### config.mk
export PLATFORM = sky130hd
export DESIGN_NAME = uart_frame_tx
export DESIGN_NICKNAME = d
export VERILOG_FILES = /design/src/rtl/uart_frame_tx.sv
export SDC_FILE = /design/constraint.sdc
export NUM_CORES = 1
export LEC_CHECK = 0
export BUFFER_PORTS_ARGS = -buffer_cell sky130_fd_sc_hd__buf_4
export CELL_PAD_IN_SITES_DETAIL_PLACEMENT = 0
export CELL_PAD_IN_SITES_GLOBAL_PLACEMENT = 2
export CORE_MARGIN = 1
export CORE_UTILIZATION = 43
export DETAILED_ROUTE_END_ITERATION = 10
export PLACE_DENSITY = 0.87
export SETUP_SLACK_MARGIN = 0.2
export SLEW_MARGIN = 20
export SYNTH_ARGS = -nofsm -noshare
export SYNTH_HDL_FRONTEND = slang
export SYNTH_SLANG_ARGS = --single-unit
### constraint.sdc
create_clock -name clk -period 3.3 [get_ports clk]
set_input_delay 0.66 -clock clk [delete_from_list [all_inputs] [get_ports clk]]
set_output_delay 0.66 -clock clk [all_outputs]
set_load 0.02 [all_outputs]
### src/rtl/uart_frame_tx.sv
// uart_frame_tx: FIFO-buffered UART transmitter with optional parity and 1 or 2 stop bits
// clk/resetn: rising-edge clock, asynchronous active-low reset
// data/write: byte and enqueue strobe; full: FIFO at capacity; overflow: sticky dropped-write flag
// busy: frame in flight or bytes queued; tx: registered serial line, idle high
module uart_frame_tx #(
  parameter int CLOCK_HZ   = 50000000,
  parameter int BAUD_RATE  = 115200,
  parameter int PARITY     = 0,
  parameter int STOP_BITS  = 1,
  parameter int FIFO_DEPTH = 4
) (
  input  logic       clk,
  input  logic       resetn,
  input  logic [7:0] data,
  input  logic       write,
  output logic       full,
  output logic       busy,
  output logic       overflow,
  output logic       tx
);
  localparam int CPB = CLOCK_HZ / BAUD_RATE;
  localparam int CW  = $clog2(CPB);
  localparam int PW  = $clog2(FIFO_DEPTH);
  localparam int NW  = $clog2(FIFO_DEPTH + 1);
  if (CPB < 2) begin : g_bad_baud
    $error("CLOCK_HZ / BAUD_RATE must be at least 2");
  end
  if (STOP_BITS < 1 || STOP_BITS > 2) begin : g_bad_stop
    $error("STOP_BITS must be 1 or 2");
  end
  if (PARITY < 0 || PARITY > 2) begin : g_bad_parity
    $error("PARITY must be 0, 1 or 2");
  end
  if (FIFO_DEPTH < 2 || (FIFO_DEPTH & (FIFO_DEPTH - 1)) != 0) begin : g_bad_depth
    $error("FIFO_DEPTH must be a power of two, at least 2");
  end
  typedef enum logic [2:0] {ST_IDLE, ST_START, ST_DATA, ST_PARITY, ST_STOP} state_t;
  state_t          state;
  logic [7:0]      mem [FIFO_DEPTH];
  logic [PW-1:0]   rd_ptr, wr_ptr;
  logic [NW-1:0]   count;
  logic [7:0]      shreg;
  logic            par_bit;
  logic [CW-1:0]   cnt;
  logic [2:0]      bit_idx;
  logic            last, stop_done, pop, push;
  assign last      = cnt == CW'(CPB - 1);
  assign stop_done = state == ST_STOP && last && bit_idx == 3'(STOP_BITS - 1);
  assign pop       = count != '0 && (state == ST_IDLE || stop_done);
  assign push      = write && !full;
  assign full      = count == NW'(FIFO_DEPTH);
  assign busy      = state != ST_IDLE || count != '0;
  always_ff @(posedge clk)
    if (push) mem[wr_ptr] <= data;
  // A write while full is dropped even if the same edge pops, so push ignores pop.
  always_ff @(posedge clk or negedge resetn)
    if (!resetn) begin
      rd_ptr   <= '0;
      wr_ptr   <= '0;
      count    <= '0;
      overflow <= 1'b0;
    end else begin
      if (push) wr_ptr <= wr_ptr + 1'b1;
      if (pop) rd_ptr <= rd_ptr + 1'b1;
      count <= count + NW'(push) - NW'(pop);
      if (write && full) overflow <= 1'b1;
    end
  // Parity is computed once at pop time; the shift register then only feeds data bits.
  always_ff @(posedge clk or negedge resetn)
    if (!resetn) begin
      state   <= ST_IDLE;
      tx      <= 1'b1;
      shreg   <= '0;
      par_bit <= 1'b0;
      cnt     <= '0;
      bit_idx <= '0;
    end else begin
      cnt <= (state == ST_IDLE || last) ? '0 : cnt + 1'b1;
      if (pop) begin
        shreg   <= mem[rd_ptr];
        par_bit <= ^mem[rd_ptr] ^ (PARITY == 1);
        bit_idx <= '0;
        state   <= ST_START;
        tx      <= 1'b0;
      end else begin
        case (state)
          ST_IDLE: tx <= 1'b1;
          ST_START:
            if (last) begin
              state <= ST_DATA;
              tx    <= shreg[0];
            end
          ST_DATA:
            if (last) begin
              if (bit_idx == 3'd7) begin
                bit_idx <= '0;
                state   <= PARITY != 0 ? ST_PARITY : ST_STOP;
                tx      <= PARITY != 0 ? par_bit : 1'b1;
              end else begin
                bit_idx <= bit_idx + 3'd1;
                tx      <= shreg[1];
                shreg   <= shreg >> 1;
              end
            end
          ST_PARITY:
            if (last) begin
              state <= ST_STOP;
              tx    <= 1'b1;
            end
          ST_STOP:
            if (last) begin
              if (bit_idx == 3'(STOP_BITS - 1)) begin
                bit_idx <= '0;
                state   <= ST_IDLE;
              end else begin
                bit_idx <= bit_idx + 3'd1;
              end
              tx <= 1'b1;
            end
          default: begin
            state <= ST_IDLE;
            tx    <= 1'b1;
          end
        endcase
      end
    end
endmodule
==> results.ini, run 1 <==
[clocking]
root_buffer=clkbuf_8
cts_buffers=9
clk_latency_ps=330
cts_buffer_depth=2
htreeDepth=3
cts_setup_buffers=0
cts.sinks=64
post_cts_resized=0
holdBufCountCts=0
cts_tree=built
clk_pin_slew_worst_paths_ps=80

[synth]
ys_warn_count=0
synthesis.instances=221
synth_nets=244
synth_area_leaders=edfxtp_1, dfrtp_1, mux4_2
synthFlopType=edfxtp_1
synth_area_um2=2980
synthMostInstantiatedCell=edfxtp_1
synth_top_cell_area_share=0.322
ys_seq_elements=64
avgSynthCellArea_um2=13.5
async_flop_share=0.500
ys_seq_area_frac=0.591
synth_edf_count=32
ys_types=50
synth_commonest_cells=edfxtp_1, dfrtp_1, nand3_1
yosys.area.top_type=edfxtp_1

[hold_path]
min_path_type=input port to async pin

[sta]
finalWorstSetupSlack_ps=516
fmax_ghz=0.359
fin_crit_ps=2780
worst_pin_slew_ps=754
hold_viol_final=0
fin_crit_sh=0.844
slew_violations=0
slew_headroom=0.495
rsz0062_at_grt=no
setup_tns_ps=0
setup_viol=0
clock_skew_ps=7.35

[detailed_routing]
finalWirelength_um=5000
drc=0
wl_per_cell_um=15.6
vias_per_cell=5.45
drtAntennaViolNets=0
num_vias=1749
dr.pass1.iters=4
drtIter0Drc=51

[floorplan]
die_x_um=85.3
fp.coreArea_um2=6530
dieArea_um2=7270
initial_core_util=0.457
die_h_um=85.3
rows=29
pin_count=15

[grt]
grt_pass1_vias=1800
grt_pass1_wl_um=8900
gr-total-overflow=0
grt_max_degree=33
antenna_found_initial=0
grt_use_total=0.162

[power_and_ir_drop]
power.total_w=0.00278
leakage_nw=1.33
powerDensity_nw_per_um2=821
peakVddDrop_v=0.000471

[worst_setup_path]
r2r_cells=13
worstPathRequired_ps=3520
rr_startpoint=cnt[1]
critical_path_class=flop to flop
crit_path_cell_trace=inv_1 -> ha_1 -> nand4b_2 -> o31ai_4 -> nand2_4 -> clkinv_2 -> ha_1 -> inv_1 -> ha_1 -> inv_1 -> fa_1 -> xnor2_1 -> xnor2_1
critPathSlowestCell=o31ai_4
rrSetupSlack_ps=520
cpLargestDelayFamily=adder cells
regToRegEndpoint=count[2]
crit_path_end=count[2]
arrival_ps=3010
max_stage_delay_ps=530
end_kind=flop
crit_buf_inv=4
path_max_fanout=10
crit_cells=13
cp-start-kind=flop
cp-startpoint=cnt[1]

[layout]
fin_cells=321
syn_to_final_growth_pct=13.3
fin_nets=262
final_layout_size_suffix_gt1_frac=0.209
utilization=0.518
antenna_cells=0

[outcome]
outcome=completed

[placed_design]
place.port_buffers=14
pre_cts_ws_ps=512
dp_hpwl_um=3520
gp_congestion=0.713
dp_cells=305

[job]
drv_cap=0

-- placed cells by master, fill, tap and decap left out, drive strengths merged, types with 3 or more instances in the layout --
| cell | instances |
|---|---|
| inv | 14 |
| nor3 | 4 |
| o21ai | 11 |
| edfxtp | 32 |
| clkinv | 4 |
| ha | 11 |
| clkbuf | 9 |
| nand2 | 10 |
| dfrtp | 31 |
| a21oi | 3 |
| mux2i | 7 |
| nand3 | 19 |
| buf | 14 |
| and2 | 4 |
| nor2 | 16 |
| mux4 | 8 |
| o211ai | 3 |
| xnor2 | 12 |
-- registers in the layout, summed over array words and instances (netlist names) --
signal and flops:
count 3, cnt 9, wr_ptr 2, bit_idx 3
shreg 8, tx 1, mem 32, state 3
overflow 1, rd_ptr 2
-- routing by layer --
layer  GRT usage  share of wire
met1       0.239           0.50
met2       0.229           0.45
met3      0.0360          0.033
met4      0.0773          0.018
met5           0              0
-- power breakdown --
part	internal [W]	switching, W
clock	0.000434	0.000319
combinational	0.000367	0.000361
sequential	0.00109	0.000205
total	0.00189	0.000884
-- how the worst min path moves through the flow --
stage              from  slack [ps]    endpoint
2_1_floorplan    resetn         360  bit_idx[0]
3_3_place_gp   overflow         450    overflow
3_5_place_dp   overflow         450    overflow
4_1_cts          resetn         260  bit_idx[1]
5_1_grt          resetn         290  bit_idx[1]
6_report         resetn         250  bit_idx[0]
-- final cells by class --
class                           count  area (µm²)
Clock buffer                        9         124
Clock inverter                      7         105
Fill cell                         571        3150
Inverter                           14        53.8
Multi-Input combinational cell    136        1130
Sequential cell                    64        1760
Tap cell                           77        96.3
Timing Repair Buffer               14         105
-- per-stage QoR --
stage	instance area [µm²]	hold WS, ps
2_1_floorplan	2980	364
4_1_cts	3380	258
3_3_place_gp	3150	447
3_5_place_dp	3150	447
5_1_grt	3380	292
6_report	3380	251
-- kinds of logic (layout without fill, tap and decap cells) --
logic type               count (synthesis)  count (layout)  share of synthesized area
adder cells (fa/ha/maj)                 12              12                     0.0529
multiplexers                            15              15                     0.0839
XOR/XNOR                                13              13                     0.0382
AND/OR/NAND/NOR                         68              68                      0.136
flip-flops                              64              64                      0.591
buffers and inverters                   21              44                     0.0289
AO/OA/AOI/OAI                           28              28                     0.0688
Note: power is estimated with default switching activity, not from simulation.
==> run 2, diff against run 1 <==
- clock period: 3.3 -> 2.6 ns (I/O delays scaled with it)
==> run 2 against run 1 <==
Net effect: worst hold slack worse by 150 ps; wire length grew 6.8%; non-clock buffer count increased by 13; clock power rose by 15%; power rose by 31%; utilization increased by 2.5 points; die area stayed put; critical path type unchanged; critical endpoint unchanged; highest routed layer unchanged.
==> results.ini, run 2 (same netlist as run 1, synthesis figures left out) <==
[layout]
largest_register=mem
seq_area_um2=1760  ; about the same
num-fill-cells=548  ; -4.0%
final_layout_size_suffix_gt1_frac=0.307  ; +0.0984
largest_reg_flops=32  ; unchanged
final_cell_mix=edfxtp_1, dfrtp_1, buf_4, nand3_1, nor2_1
multi_input_area_um2=1220  ; +7.6%
syn_to_final_growth_pct=18.8
fin_nets=275  ; +5.0%
final_area_um2=3540  ; +4.8%
fin_cells=334  ; +4.0%
mostFrequentLayoutCell=edfxtp_1
largestRegisters=mem: 32 flops, cnt: 9 flops, shreg: 8 flops
antenna_cells=0  ; unchanged

[clocking]
cts_tree=built
cts.sinks=64  ; unchanged
clk_latency_ps=350  ; +20 ps
root_buffer=clkbuf_8
htreeDepth=3  ; unchanged
cts_buffers=9  ; unchanged
clk_pin_slew_worst_paths_ps=80  ; about the same
cts_buffer_depth=2  ; unchanged

[power_and_ir_drop]
leakage_nw=1.39  ; +4.4%
powerDensity_nw_per_um2=1030  ; +25%
power.total_w=0.00364  ; +31%
peakVddDrop_v=0.000636  ; +35%

[placed_design]
dp_cells=309  ; +1.3%
placed_area_um2=3250  ; +3.0%
gp_congestion=0.755  ; +6.0%
pre_cts_ws_ps=201  ; -310 ps
dp_hpwl_um=3530  ; +0.16%
place.port_buffers=14  ; unchanged

[sta]
clock_skew_ps=12.5  ; +5.13 ps
fin_crit_ps=2310  ; -475 ps
worst_pin_slew_ps=675  ; -78.1 ps
finalWorstSetupSlack_ps=291  ; -225 ps
slew_violations=0  ; unchanged
setup_viol=0  ; unchanged
slew_headroom=0.550  ; +0.0548
setup_tns_ps=0  ; unchanged
rsz0062_at_grt=no
fmax_ghz=0.433  ; +21%
hold_viol_final=0  ; unchanged
fin_crit_sh=0.888  ; +0.0446

[floorplan]
rows=29  ; unchanged
die_x_um=85.3  ; unchanged
pin_count=15  ; unchanged
initial_core_util=0.457  ; unchanged
fp.coreArea_um2=6530  ; unchanged
die_h_um=85.3  ; unchanged
dieArea_um2=7270  ; unchanged

[worst_setup_path]
critical_path_class=flop to flop
cp-startpoint=cnt[2]
crit_path_cell_trace=nand4bb_4 -> o31ai_4 -> nand2_4 -> clkinv_4 -> ha_4 -> inv_2 -> ha_4 -> inv_2 -> fa_2 -> xnor2_2 -> xnor2_1
cp-start-kind=flop
rr_startpoint=cnt[2]
critPathSlowestCell=dfrtp_2
end_kind=flop
worstPathRequired_ps=2820  ; -700 ps
max_stage_delay_ps=430  ; -100 ps
arrival_ps=2530  ; -480 ps
path_max_fanout=4  ; -6

[job]
drv_cap=0  ; unchanged

[detailed_routing]
wl_met3_um=202  ; +21%
m1WireLength_um=2450  ; -1.6%
num_vias=1812  ; +3.6%
wl_met2_um=2630  ; +17%
vias_per_cell=5.43  ; -0.43%
drtAntennaViolNets=0  ; unchanged
dr.pass1.iters=4  ; unchanged
drtIter0Drc=72  ; +41%
highest_layer=met4
drc=0  ; unchanged
wl_per_cell_um=16.0  ; +2.6%
finalWirelength_um=5340  ; +6.8%

[grt]
grt_max_degree=33  ; unchanged
grt_pass1_vias=1802  ; +0.11%
grt_pass1_wl_um=9030  ; +1.4%
antenna_found_initial=0  ; unchanged
grt_use_total=0.166  ; +0.00391
gr-total-overflow=0  ; unchanged

[outcome]
outcome=completed

[hold_path]
min_path_type=input port to async pin

## run 2: cell types whose count changed in the layout (fill, tap and decap cells not counted), moves of 2 or more
cell        before  now
buf_4           14   27
clkinvlp_4       1    3
ha_1            11    7
ha_4             0    4
inv_1           13    8
inv_2            0    5
inv_6            0    2
## run 2: metrics by stage
stage | utilization | hold slack, ps
final | 0.543 | 101
after global routing | 0.543 | 119
after CTS | 0.533 | 105
after detailed placement | 0.497 | 446
after global placement | 0.497 | 440
after floorplan | - | 224
## run 2: layout make-up
cell class                      count  area share
Sequential cell                    64       0.498
Clock buffer                        9      0.0350
Inverter                           14      0.0162
Multi-Input combinational cell    136       0.344
Clock inverter                      7      0.0222
Tap cell                           77      0.0272
Timing Repair Buffer               27      0.0572
## run 2: power by group
part,internal (W),total [W],switching (W)
combinational,0.000590,0.00111,0.000520
clock,0.000450,0.000867,0.000417
sequential,0.00139,0.00166,0.000277
total,0.00243,0.00364,0.00121
## run 2: worst paths after layout
check / endpoint / slack, ps / cells past startpoint
hold reg to reg: overflow / 460 / 1
setup reg to reg: count[2] / 290 / 11
min in group clk: mem[1][4] / 360 / 1
max in group asynchronous: tx / 2150 / 1
setup / recovery: count[2] / 290 / 11
hold / removal: cnt[3] / 100 / 1
## run 2: critical path: cells and delay by family, from the launching register on
kind,cells,cell delay [ps]
DFF,1,430
adders and majority gates,3,670
AOI/OAI and AO/OA,1,320
buffers and inverters,3,160
xor gates and xnor gates,2,270
and+or+nand+nor,2,350
## run 2: repair_timing
item,in CTS,in global routing
hold buffers,0,0
pin swaps,2,5
setup endpoints to repair,1,2
buffers inserted,4,5
hold endpoints to repair,0,0
resized for setup,0,7
## run 2: routing by layer
layer	vias to the layer above	track usage
li1	873	-
met1	897	0.218
met2	37	0.261
met3	5	0.0554
met4	0	0.0591
met5	-	0
